[src/rtl/mem_arbiter.sv]
// mem_arbiter: single memory port shared by I-cache fills, D-cache fills and D stores.
// Define MEM_ARBITER_RR_EN for round-robin between the D and I request classes.
module mem_arbiter #(
    parameter int BLOCK_WORDS = 8,
    parameter int MEM_LAT     = 4
) (
    input  logic                           clk,
    input  logic                           rst_n,
    input  logic                           i_miss,
    input  logic [15:0]                    i_addr,
    input  logic                           d_miss,
    input  logic                           d_wr,
    input  logic [15:0]                    d_addr,
    input  logic [15:0]                    d_wdata,
    output logic                           mem_en,
    output logic                           mem_wr,
    output logic [15:0]                    mem_addr,
    output logic [15:0]                    mem_wdata,
    input  logic [15:0]                    mem_rdata,
    input  logic                           mem_rvalid,
    output logic                           i_fill_valid,
    output logic                           d_fill_valid,
    output logic [15:0]                    fill_data,
    output logic [$clog2(BLOCK_WORDS)-1:0] fill_word,
    output logic                           i_done,
    output logic                           d_done,
    output logic                           busy
);

    localparam int          WW      = $clog2(BLOCK_WORDS);
    localparam logic [15:0] MASK    = ~16'(2 * BLOCK_WORDS - 1);
    localparam logic [WW:0] N_ISSUE = (WW + 1)'(BLOCK_WORDS);
    localparam logic [WW-1:0] W_LAST = WW'(BLOCK_WORDS - 1);

    if (BLOCK_WORDS < 2 || (BLOCK_WORDS & (BLOCK_WORDS - 1)) != 0 || MEM_LAT < 1)
    begin : g_bad_cfg
        $error("mem_arbiter: unsupported parameters");
    end

    typedef enum logic [2:0] {IDLE, FILL_I, FILL_D, STORE, DONE} state_t;

    state_t          r_state;
    state_t          w_next;
    logic [WW:0]     r_issue;
    logic [WW-1:0]   r_ret;
    logic [15:0]     r_base;
    logic            w_fill;
    logic            w_issue;
    logic            w_last;
    logic            w_d_req;
    logic            w_grant_d;

    assign w_d_req = d_miss | d_wr;

`ifdef MEM_ARBITER_RR_EN
    logic r_last_d;

    // Reset value "I granted last" lets D win the first contested grant.
    assign w_grant_d = w_d_req & (~i_miss | ~r_last_d);

    always_ff @(posedge clk) begin
        if (!rst_n) begin
            r_last_d <= 1'b0;
        end else if (r_state == IDLE && w_next != IDLE) begin
            r_last_d <= w_grant_d;
        end
    end
`else
    assign w_grant_d = w_d_req;
`endif

    assign w_fill  = (r_state == FILL_I) || (r_state == FILL_D);
    assign w_issue = w_fill && (r_issue < N_ISSUE);
    assign w_last  = w_fill && mem_rvalid && (r_ret == W_LAST);
    assign busy    = (r_state != IDLE);

    always_comb begin
        w_next       = r_state;
        mem_en       = 1'b0;
        mem_wr       = 1'b0;
        mem_addr     = '0;
        mem_wdata    = '0;
        i_fill_valid = 1'b0;
        d_fill_valid = 1'b0;
        fill_data    = '0;
        fill_word    = '0;
        i_done       = 1'b0;
        d_done       = 1'b0;
        unique case (r_state)
            IDLE: begin
                if (w_grant_d) begin
                    w_next = d_miss ? FILL_D : STORE;
                end else if (i_miss) begin
                    w_next = FILL_I;
                end
            end
            FILL_I, FILL_D: begin
                mem_en = w_issue;
                if (w_issue) begin
                    mem_addr = r_base + 16'({r_issue, 1'b0});
                end
                // Returns are counted apart from issues; reads stay pipelined.
                if (mem_rvalid) begin
                    i_fill_valid = (r_state == FILL_I);
                    d_fill_valid = (r_state == FILL_D);
                    fill_data    = mem_rdata;
                    fill_word    = r_ret;
                end
                if (w_last) begin
                    i_done = (r_state == FILL_I);
                    d_done = (r_state == FILL_D);
                    w_next = DONE;
                end
            end
            STORE: begin
                mem_en    = 1'b1;
                mem_wr    = 1'b1;
                mem_addr  = d_addr;
                mem_wdata = d_wdata;
                d_done    = 1'b1;
                w_next    = DONE;
            end
            DONE: begin
                w_next = IDLE;
            end
            default: begin
                w_next = IDLE;
            end
        endcase
    end

    always_ff @(posedge clk) begin
        if (!rst_n) begin
            r_state <= IDLE;
            r_issue <= '0;
            r_ret   <= '0;
            r_base  <= '0;
        end else begin
            r_state <= w_next;
            if (w_fill) begin
                if (w_issue) begin
                    r_issue <= r_issue + 1'b1;
                end
                if (mem_rvalid) begin
                    r_ret <= r_ret + 1'b1;
                end
            end else begin
                r_issue <= '0;
                r_ret   <= '0;
            end
            if (r_state == IDLE) begin
                r_base <= (w_grant_d ? d_addr : i_addr) & MASK;
            end
        end
    end

endmodule
[config.mk]
export PLATFORM = sky130hd
export DESIGN_NAME = mem_arbiter
export DESIGN_NICKNAME = d
export VERILOG_FILES = /design/src/rtl/mem_arbiter.sv
export SDC_FILE = /design/constraint.sdc
export NUM_CORES = 1
export LEC_CHECK = 0
export CAP_MARGIN = 20
export CORE_MARGIN = 2
export CORE_UTILIZATION = 35
export CTS_CLUSTER_SIZE = 10
export DETAILED_ROUTE_END_ITERATION = 7
export PLACE_DENSITY = 0.87
export SLEW_MARGIN = 40
export SYNTH_ARGS = -nofsm -noshare
export SYNTH_HDL_FRONTEND = slang
export SYNTH_SLANG_ARGS = --single-unit
[constraint.sdc]
create_clock -name clk -period 2.2 [get_ports clk]
set_input_delay 0.33 -clock clk [delete_from_list [all_inputs] [get_ports clk]]
set_output_delay 0.33 -clock clk [all_outputs]
set_load 0.005 [all_outputs]
# Word level (Yosys, flattened, before mapping)
# Index checks and enable logic that the tools add are counted.
# classes
addsub	3
order_cmp	1
eq_ne	6
n_mux	23
n_bitwise	1
n_reduce_logical	9
# op_table
op	count
2-to-1 mux 16 bit	5
case mux 16 bit (2 select lines)	1
adder 16 x 5 -> 16 bit	1
2-to-1 mux 3 bit	5
2-to-1 mux 1 bit	9
case mux 3 bit (3 select lines)	1
== test 3 x 2 -> 1 bit (second input constant)	2
adder 4 x 1 -> 4 bit (second input constant)	1
less-than comparator 4 bit (second input constant)	1
case mux 1 bit (2 select lines)	2
AND reduction 2 bit	2
adder 3 x 1 -> 3 bit (second input constant)	1
== test 3 x 1 -> 1 bit (second input constant)	1
== test 3 bit (second input constant)	1
logical AND 1 bit	3
zero test 3 bit	1
inequality test 3 bit (second input constant)	1
nonzero test 3 bit	1
inequality test 2 bit (second input constant)	1
OR reduction 2 bit	1
logical OR 1 bit	1
bitwise OR 1 bit	1
# totals
register_bits	22
out_inout_bits	58

# Longest topological paths before layout
# Gate-level depths: netlist (run 1).
# depth
ltp_word	6
mapped_depth	6
ltp_nobuf	6

# Least setup slack after synthesis (run 1)
# OpenSTA, ideal clock, no wires.
# synth_path
path_kind	register to output
from	register r_issue[3]
to	output mem_addr[15]
t_arrival_ns	1.330
t_required_ns	1.870
setup_slack_ns	0.540
path_stages_with_launch	6
cell_sequence	dfxtp_1 -> ha_1 -> nand3_1 -> nor4_2 -> xnor2_1 -> o21ai_2
# synth_via
elab_chain_cells	4
elab_cells_between_ends	5
# synth_rtl
element	line_no	rtl
start, declared	44	logic [WW:0] r_issue;
start signal, assigned	142	r_issue <= r_issue + 1'b1;
branches (longest 2 deep; another with adder 16 x 5 -> 16 bit)	n/a	
2-to-1 mux 16 bit *	99	if (w_issue) begin
case mux 16 bit (2 select lines) *	89	unique case (r_state)
end, declared	17	output logic [15:0] mem_addr,
# Every way passes the cells marked *.

# Worst setup path after layout (run 1)
# layout_path
from	register r_base[4]
to	output mem_addr[12]
# layout_via
elab_chain_cells	3
# layout_rtl
element	line_no	rtl
start, declared	46	logic [15:0] r_base;
start signal, assigned	152	r_base <= (w_grant_d ? d_addr : i_addr) & MASK;
adder 16 x 5 -> 16 bit	100	mem_addr = r_base + 16'({r_issue, 1'b0});
2-to-1 mux 16 bit	99	
case mux 16 bit (2 select lines)	89	
# No other way between the ends.

==> results of run 1 <==
what timing repair did:
action                                 CTS  global route
setup endpoints to repair               53            33
buffers inserted                         2             9
gates cloned                             2             0
endpoints found under the hold margin    0             0
pin swaps                                7             3
resized for setup                       50            40
routing by layer:
metal | share of wire (%) | GRT usage (%)
met4 | 0.70 | 5.16
met1 | 40 | 23.6
met3 | 7.3 | 4.15
met5 | 0 | 0
met2 | 52 | 38.6
sequential cells by signal, summed over array words and instances, names as in the netlist:
register  cells
r_base       12
r_ret         3
r_state       3
r_issue       4
cell type report:
class / instances / area, um2 / share of cell area (%)
clock buffer: 4 / 55.1 / 1.62
tap: 67 / 83.8 / 2.46
multi-input combinational: 182 / 1280 / 37.6
inverter: 4 / 15.0 / 0.441
timing repair buffer: 155 / 1520 / 44.6
sequential: 22 / 452 / 13.3
logic make-up (layout without fill, tap and decap cells):
kind of cell,after synthesis,in the layout,share of synthesized area (%)
AOI/OAI and AO/OA,46,46,20.3
xor gates and xnor gates,15,15,7.92
adders and majority gates,5,5,3.57
buffers and inverters,22,163,6.13
DFF,22,22,25.1
muxes,3,3,1.71
and+or+nand+nor,113,113,35.2
stage by stage:
stage               worst slack (ps)  setup TNS, ps  instances
floorplan                        540              0        226
global placement               -30.7           -463        417
detailed placement             -79.8          -1130        417
CTS                            -91.6           -307        425
global route                    -127           -237        434
finish                         -50.1          -50.1        434
power groups by stage:
stage / registers [mW] / clock network (mW) / logic, mW
after global placement: 0.483 / 0 / 0.529
after detailed placement: 0.487 / 0 / 0.542
final: 0.488 / 0.290 / 0.592
after CTS: 0.485 / 0.294 / 0.552
after floorplan: 0.477 / 0 / 0.244
after global routing: 0.494 / 0.315 / 0.639
worst max-delay path: stages, from the launching register on:
cell	delay, ps
sky130_fd_sc_hd__dfxtp_2	350
sky130_fd_sc_hd__ha_2	210
sky130_fd_sc_hd__nand3_2	150
sky130_fd_sc_hd__nor3_2	190
sky130_fd_sc_hd__xnor2_1	110
sky130_fd_sc_hd__o21ai_2	130
sky130_fd_sc_hd__clkdlybuf4s50_1	510
how the worst max path moves through the flow:
| stage | start | depth (start not counted) | endpoint |
|---|---|---|---|
| after floorplan | r_issue[3] | 5 | mem_addr[15] |
| after global placement | mem_rvalid | 6 | fill_data[9] |
| after detailed placement | mem_rvalid | 6 | fill_data[3] |
| after CTS | r_base[4] | 6 | mem_addr[14] |
| after global routing | r_base[4] | 6 | mem_addr[12] |
| final | r_base[4] | 6 | mem_addr[12] |
layout by cell type (no fill, tap or decap), types with 2 or more instances in the layout:
master	n
sky130_fd_sc_hd__clkdlybuf4s50_1	83
sky130_fd_sc_hd__and2_1	36
sky130_fd_sc_hd__nand2_1	28
sky130_fd_sc_hd__buf_4	23
sky130_fd_sc_hd__dlygate4sd2_1	18
sky130_fd_sc_hd__dlymetal6s2s_1	18
sky130_fd_sc_hd__nand3_1	15
sky130_fd_sc_hd__dfxtp_1	15
sky130_fd_sc_hd__o21ai_0	12
sky130_fd_sc_hd__o211a_1	12
sky130_fd_sc_hd__nor2_1	11
sky130_fd_sc_hd__o21ai_2	11
sky130_fd_sc_hd__xnor2_1	8
sky130_fd_sc_hd__xor2_1	6
sky130_fd_sc_hd__buf_6	6
sky130_fd_sc_hd__dfxtp_2	6
sky130_fd_sc_hd__a22o_1	4
sky130_fd_sc_hd__clkbuf_8	4
sky130_fd_sc_hd__clkbuf_2	4
sky130_fd_sc_hd__nor3_4	3
sky130_fd_sc_hd__inv_1	3
sky130_fd_sc_hd__nor3_2	3
sky130_fd_sc_hd__a21oi_1	3
sky130_fd_sc_hd__mux2i_1	3
sky130_fd_sc_hd__ha_1	3
sky130_fd_sc_hd__buf_8	3
sky130_fd_sc_hd__nand3_2	2
sky130_fd_sc_hd__or2_2	2
sky130_fd_sc_hd__nor4_2	2
sky130_fd_sc_hd__nor3_1	2
sky130_fd_sc_hd__ha_2	2
synthesized netlist by cell type (2+ instances only):
| cell type | n |
|---|---|
| sky130_fd_sc_hd__ha_1 | 5 |
| sky130_fd_sc_hd__nor3_1 | 7 |
| sky130_fd_sc_hd__o21ai_2 | 10 |
| sky130_fd_sc_hd__and2_1 | 36 |
| sky130_fd_sc_hd__clkbuf_1 | 8 |
| sky130_fd_sc_hd__xnor2_1 | 8 |
| sky130_fd_sc_hd__dfxtp_1 | 22 |
| sky130_fd_sc_hd__nand2_1 | 28 |
| sky130_fd_sc_hd__or2_2 | 2 |
| sky130_fd_sc_hd__mux2i_1 | 3 |
| sky130_fd_sc_hd__o211a_1 | 12 |
| sky130_fd_sc_hd__buf_6 | 2 |
| sky130_fd_sc_hd__o21ai_0 | 13 |
| sky130_fd_sc_hd__nand3_1 | 16 |
| sky130_fd_sc_hd__buf_2 | 8 |
| sky130_fd_sc_hd__inv_1 | 4 |
| sky130_fd_sc_hd__xor2_1 | 6 |
| sky130_fd_sc_hd__nor2_1 | 11 |
| sky130_fd_sc_hd__a21oi_1 | 3 |
| sky130_fd_sc_hd__a22o_1 | 4 |
==> impl.org, run 1 <==
** Timing
- Fin crit share :: 102%
- The routed design could run at a clock period as short as 2250 ps.
- Worst Setup Slack, final :: -50.1 ps
- Setup repair after global routing could not meet its margin everywhere.
- Setup violators final :: 1
- At the pin with the least slew margin, the transition time is ~330 ps.
- Based on the critical path, the design can be clocked at up to approximately 440 MHz.
- Endpoints failing hold :: 0
- The number of pins with negative max-slew slack in the final report is 0.
- In this run the tightest slew margin relative to its limit is just under 80%.
- Hold is met by roughly 530 ps.
- Across the routed clock network, the largest skew measured is roughly 4.2 ps.

** Hold path
- Startpoint of the lowest-slack hold path :: r_base[4]
- The min-delay analysis places its worst path in the category reg2reg.
- End point of the most critical hold path :: r_base[4]
- Worst Hold Path Cells :: 1

** Critical path
- FF-to-FF path depth :: 10
- CP max FO :: 3
- Crit Reg-Reg Startpoint :: r_state[1]
- The worst setup path is captured at a primary output.
- Capture instance of the worst register-to-register path :: r_state[1]
- Type of element launching the critical path :: register
- Type of the setup path with the least slack :: reg2out
- The setup check on the worst reg-to-reg path leaves a slack of about 530 ps.
- For the worst setup path, the data arrival time is roughly 1900 ps.
- STA puts the critical path data required time at between 1500 and 2000 ps.

** Power
- Combinational share of power :: 43.2%
- For this design the static power due to leakage is 1.77 nW.
- Part of the total power dissipated in the clock network :: a little over a fifth
- Switch share :: 30.1%
- The completed layout was analyzed and its total power is around 1.4 mW.
- Sequential cells burn 35.6% of the power.
- Max rail drop VDD :: between 0.2 and 0.3 mV
- The internal power of the cells totals around 0.96 mW.
- In this run the power spent charging and discharging nets is between 0.4 and 0.5 mW.
- Dividing total power by cell area gives a power density of between 400 and 500 nW/um2.

** Placed design
- Area post-placement :: 3120 um2
- In this run the tool buffered the top-level ports with between 100 and 150 buffer cells.
- Final RePlAce weighted congestion :: between 0.7 and 0.8
- Detail Placement HPWL :: about 4400 um

** Clock network
- In this run, CTS created clock tree buffers numbering 3.
- In this run the number of H-tree levels came out at 1.
- After clock tree synthesis, the clock-pin slew on the worst setup and hold paths is around 80 ps.
- Clock tree buffer depth :: 2
- Buffers inserted to repair hold after CTS numbered 0.
- Clock latency at the later pin of the worst-skew pair :: between 200 and 300 ps
- Clock tree synthesis selected as its root buffer the cell sky130_fd_sc_hd__clkbuf_8.
- TritonCTS built the clock tree.
- Counting every sink on the clock net gives 22.

** Flow run
- Max-cap viol count :: 0

** Die
- After floorplanning, the core was sized to cover ~4800 um2.
- Die H :: about 75 um
- The die covers ~5600 um2.
- The die is 74.8 um wide.
- I/O pin total :: 128
- In this run the core area contains 25 standard-cell rows.
- Starting utilization of the core area :: 36.7%

** Cells and area
- Of the cells placed in the final design, the portion with a size suffix greater than 1 is 21.3%.
- Antenna cell count :: 0
- Once layout is done, the placed cells without fillers occupy approximately 3400 um2.
- Measured on the finished design, the core utilization comes to 71.1%.
- Counting the fill cells in the layout gives between 300 and 400.
- Number of nets in the layout :: about 440
- Synth-to-layout area growth :: 94.0%

** Drt
- Count of nets left with antenna violations after detail routing :: 0
- The final layout contains routed wiring with a total length of 6250 um.
- Average detailed-routed wire length per instance :: 14.4 um
- Vias :: roughly 2200
- DRT Pass-1 Iters :: 4
- Number of DRC markers in iteration 0 :: between 90 and 100
- Post-DR vias/cell :: 5.06
- For this run, design rule violations remaining after detail routing come to 0.

** GRT
- Total congestion overflow :: 0
- Initial antenna violation count :: 0
- Global-route wire length before repair :: 8960 um
- Vias in the first global route :: a little over 2000
- In the global route stage, overall resource usage came out at between 20% and 30%.
- Maximum number of pins on one net before global-route repair :: 25

** Synthesis
- Most instantiated flip-flop cell in the synthesis netlist :: sky130_fd_sc_hd__dfxtp_1
- Summed over all instances, the cell type with the most area after synthesis is sky130_fd_sc_hd__dfxtp_1.
- Sorting the synthesized cells by area gives the leading types as sky130_fd_sc_hd__dfxtp_1 (25%), sky130_fd_sc_hd__and2_1 (13%), sky130_fd_sc_hd__o211a_1 (6.8%).
- Warnings, synthesis :: 0
- Sequential elements use 25.1% of the synthesized area.
- Post-Synthesis Mean Instance Area :: roughly 7.8 um2
- The number of nets in the synthesized netlist is around 300.
- Number of distinct library cell variants in the gate-level netlist after synthesis :: 38
- In the synthesized netlist the async set-or-reset flop fraction comes to 0%.
- Post-Syn Instances :: around 230
- Counting flops with a built-in enable in the synthesized netlist gives 0.
- The synthesized netlist occupies a cell area of roughly 1800 um2.
- In this run, synthesis produced a sequential element count of 22.
- Summed over its instances, the top area cell type makes up 25.1% of the synthesized netlist area.

** Outcome
- The checks that failed: setup timing.
- The flow ran to the end, but the final reports show violations.
Note: power is estimated with default switching activity, not from simulation.
==> inputs of run 2 (changes only) <==
CORE_MARGIN = 4   (was 2)
TNS_END_PERCENT = 50   (was not set)
==> impl.org, run 2 (synthesis results as in run 1) <==
** Outcome
- The run finished, with violations left.
- The checks that failed: setup timing.

** Drt
- The wire length per cell after detailed routing was 15.8 um (+9.5%).
- Total DRC errors in the routed layout :: 0 (unchanged)
- The total via count after detailed routing is 2220 (+1.2%).
- DRT Pass-1 Iters :: 4 (unchanged)
- The wire length after detailed routing came to 6840 um (+9.5%).
- Number of DRC markers in iteration 0 :: 108 (+19%)
- The mean number of vias per cell came to 5.12 (+1.2%).
- The remaining number of nets flagged by the antenna check after routing is 0 (unchanged).

** Power
- Power per cell area :: 432 nW/um2 (+7.4%)
- Overall power :: 1.46 mW (+6.3%)
- Leakage :: 1.51 nW (-14%)
- The worst IR drop on VDD was 0.315 mV (+6.1%).

** Die
- Area of the core :: 4790 um2 (unchanged)
- Starting utilization of the core area :: 36.7% (unchanged)
- Overall die area :: 6210 um2 (+11%)
- Die Wd :: 78.8 um (+5.3%)
- I/O pin total :: 128 (unchanged)
- The height of the chip came to 78.8 um (+5.3%).
- Number of placement rows :: 25 (unchanged)

** Cells and area
- In the layout the commonest cells are sky130_fd_sc_hd__clkdlybuf4s50_1 (90), sky130_fd_sc_hd__and2_1 (36), sky130_fd_sc_hd__nand2_1 (28).
- The number of standard cells in the final layout excluding fillers came to 434 (unchanged).
- Commonest non-fill, non-tap cell in the layout :: sky130_fd_sc_hd__clkdlybuf4s50_1
- Antenna cell count :: 0 (unchanged)
- Layout cells sized above 1 :: 21.5% (+0.27 points)
- Number of nets in the layout :: 443 (unchanged)
- Ranked by flip-flop count, first place goes to r_base.
- The area of all placed cells without fillers is 3370 um2 (-0.96%).
- Synth-to-layout area growth :: 92.2%
- Registers with the most flip-flops :: r_base: 12 flops, r_issue: 4 flops
- Final Core Density :: 70.4% (-0.68 points)
- Flip-flop count of the largest register, all copies and words added :: 12 (unchanged)

** Clock network
- Hold bufs inserted after CTS :: 0 (unchanged)
- Clock latency at the later pin of the worst-skew pair :: 270 ps (about the same)
- The register clock-pin slew on the reported worst setup and hold paths is 90 ps (about the same).
- The maximum number of buffers from clock root to sink is 2 (unchanged).
- CTS tree :: built
- Total CTS buffers :: 3 (unchanged)
- Root buffer selected by CTS :: sky130_fd_sc_hd__clkbuf_8
- Clock sinks :: 22 (unchanged)
- H-Tree Depth :: 1 (unchanged)

** Placed design
- The number of cells in the design after placement is 417 (unchanged).
- Final RePlAce weighted congestion :: 0.808 (+11%)
- The area of placed instances is 3120 um2 (unchanged).
- The HPWL after detailed placement was 4500 um (+3.2%).
- Pre-CTS worst setup slack :: -169 ps (-89.4 ps)
- Port-buffer cells :: 123 (unchanged)

** Hold path
- Worst min-delay path category :: reg2reg
- The worst hold path cell count was 1 (unchanged).

** Timing
- The transition time at the pin with the least slew margin is 299 ps (-32.1 ps).
- The worst hold margin came to 526 ps (-0.932 ps).
- Setup violators final :: 14 (+13)
- The relative slew slack came to 79.8% (+1.9 points).
- RSZ-0062 raised after global routing :: true
- The final hold violation count is 0 (unchanged).
- Setup TNS Final :: -239 ps (-189 ps)
- Worst Setup Slack, final :: -45.3 ps (+4.79 ps)
- Time the worst path needs with I/O delays and setup :: 2250 ps (-4.79 ps)
- Fin crit share :: 102% (-0.22 points)
- F_max :: 445 MHz (+0.21%)
- The number of pins with negative max-slew slack in the final report is 0 (unchanged).
- The final clock skew was 6.30 ps (+2.09 ps).

** GRT
- The via count of the first global-routing pass was 2119 (+5.1%).
- GRT Overall Usage :: 20.8% (+0.32 points)
- Global-route wire length before repair :: 10300 um (+15%)
- The total grt overflow came to 0 (unchanged).
- Initial antenna violation count :: 0 (unchanged)
- The maximum number of pins on one net before global-route repair was 25 (unchanged).

** Critical path
- Required time reported for the critical path endpoint :: 1870 ps (about the same)
- The worst setup path is captured at a primary output.
- The critical path is of the reg2out type.
- Arrival time at the worst endpoint :: 1920 ps (about the same)
- Type of element launching the critical path :: register
- FF-to-FF path depth :: 5 (-5)
- CP max FO :: 17 (+14)

** Flow run
- Max-cap viol count :: 0 (unchanged)
run 2: critical path, stage by stage, from the launching register on:
cell and delay [ps]:
sky130_fd_sc_hd__dfxtp_4 370, sky130_fd_sc_hd__buf_8 140, sky130_fd_sc_hd__and3b_1 240, sky130_fd_sc_hd__buf_4 220
sky130_fd_sc_hd__and2_1 170, sky130_fd_sc_hd__clkdlybuf4s50_1 500
run 2: cell type report:
type,instances,area [um2]
timing repair buffer,154,1440
fill,379,1420
multi-input combinational,183,1300
sequential,22,462
tap,67,83.8
clock buffer,3,41.3
clock inverter,1,30.0
inverter,4,15.0
run 2: power by group:
part | switching (mW) | internal (mW)
logic | 0.234 | 0.349
clock network | 0.141 | 0.243
registers | 0.0527 | 0.437
run 2: routing by layer:
| metal | up-vias | global-route usage, % | routed length, um |
|---|---|---|---|
| li1 | 1063 | - | - |
| met1 | 1029 | 24.7 | 2700 |
| met2 | 118 | 38.2 | 3330 |
| met3 | 10 | 4.54 | 711 |
| met4 | 0 | 4.55 | 104 |
| met5 | - | 0 | 0 |
run 2: worst paths after layout:
kind	from	end	slack, ps
worst max-delay path	r_state[2]	mem_wdata[9]	-50
worst min-delay path	r_base[15]	r_base[15]	530
worst min register to register	r_base[15]	r_base[15]	530
worst max register to register	r_state[0]	r_base[13]	740
run 2: what timing repair did:
item	in CTS	in global routing
setup endpoints to repair	54	28
gates cloned	4	0
gates resized for setup	64	15
setup buffers	6	3
pin swaps	5	1
hold endpoints to repair	0	0
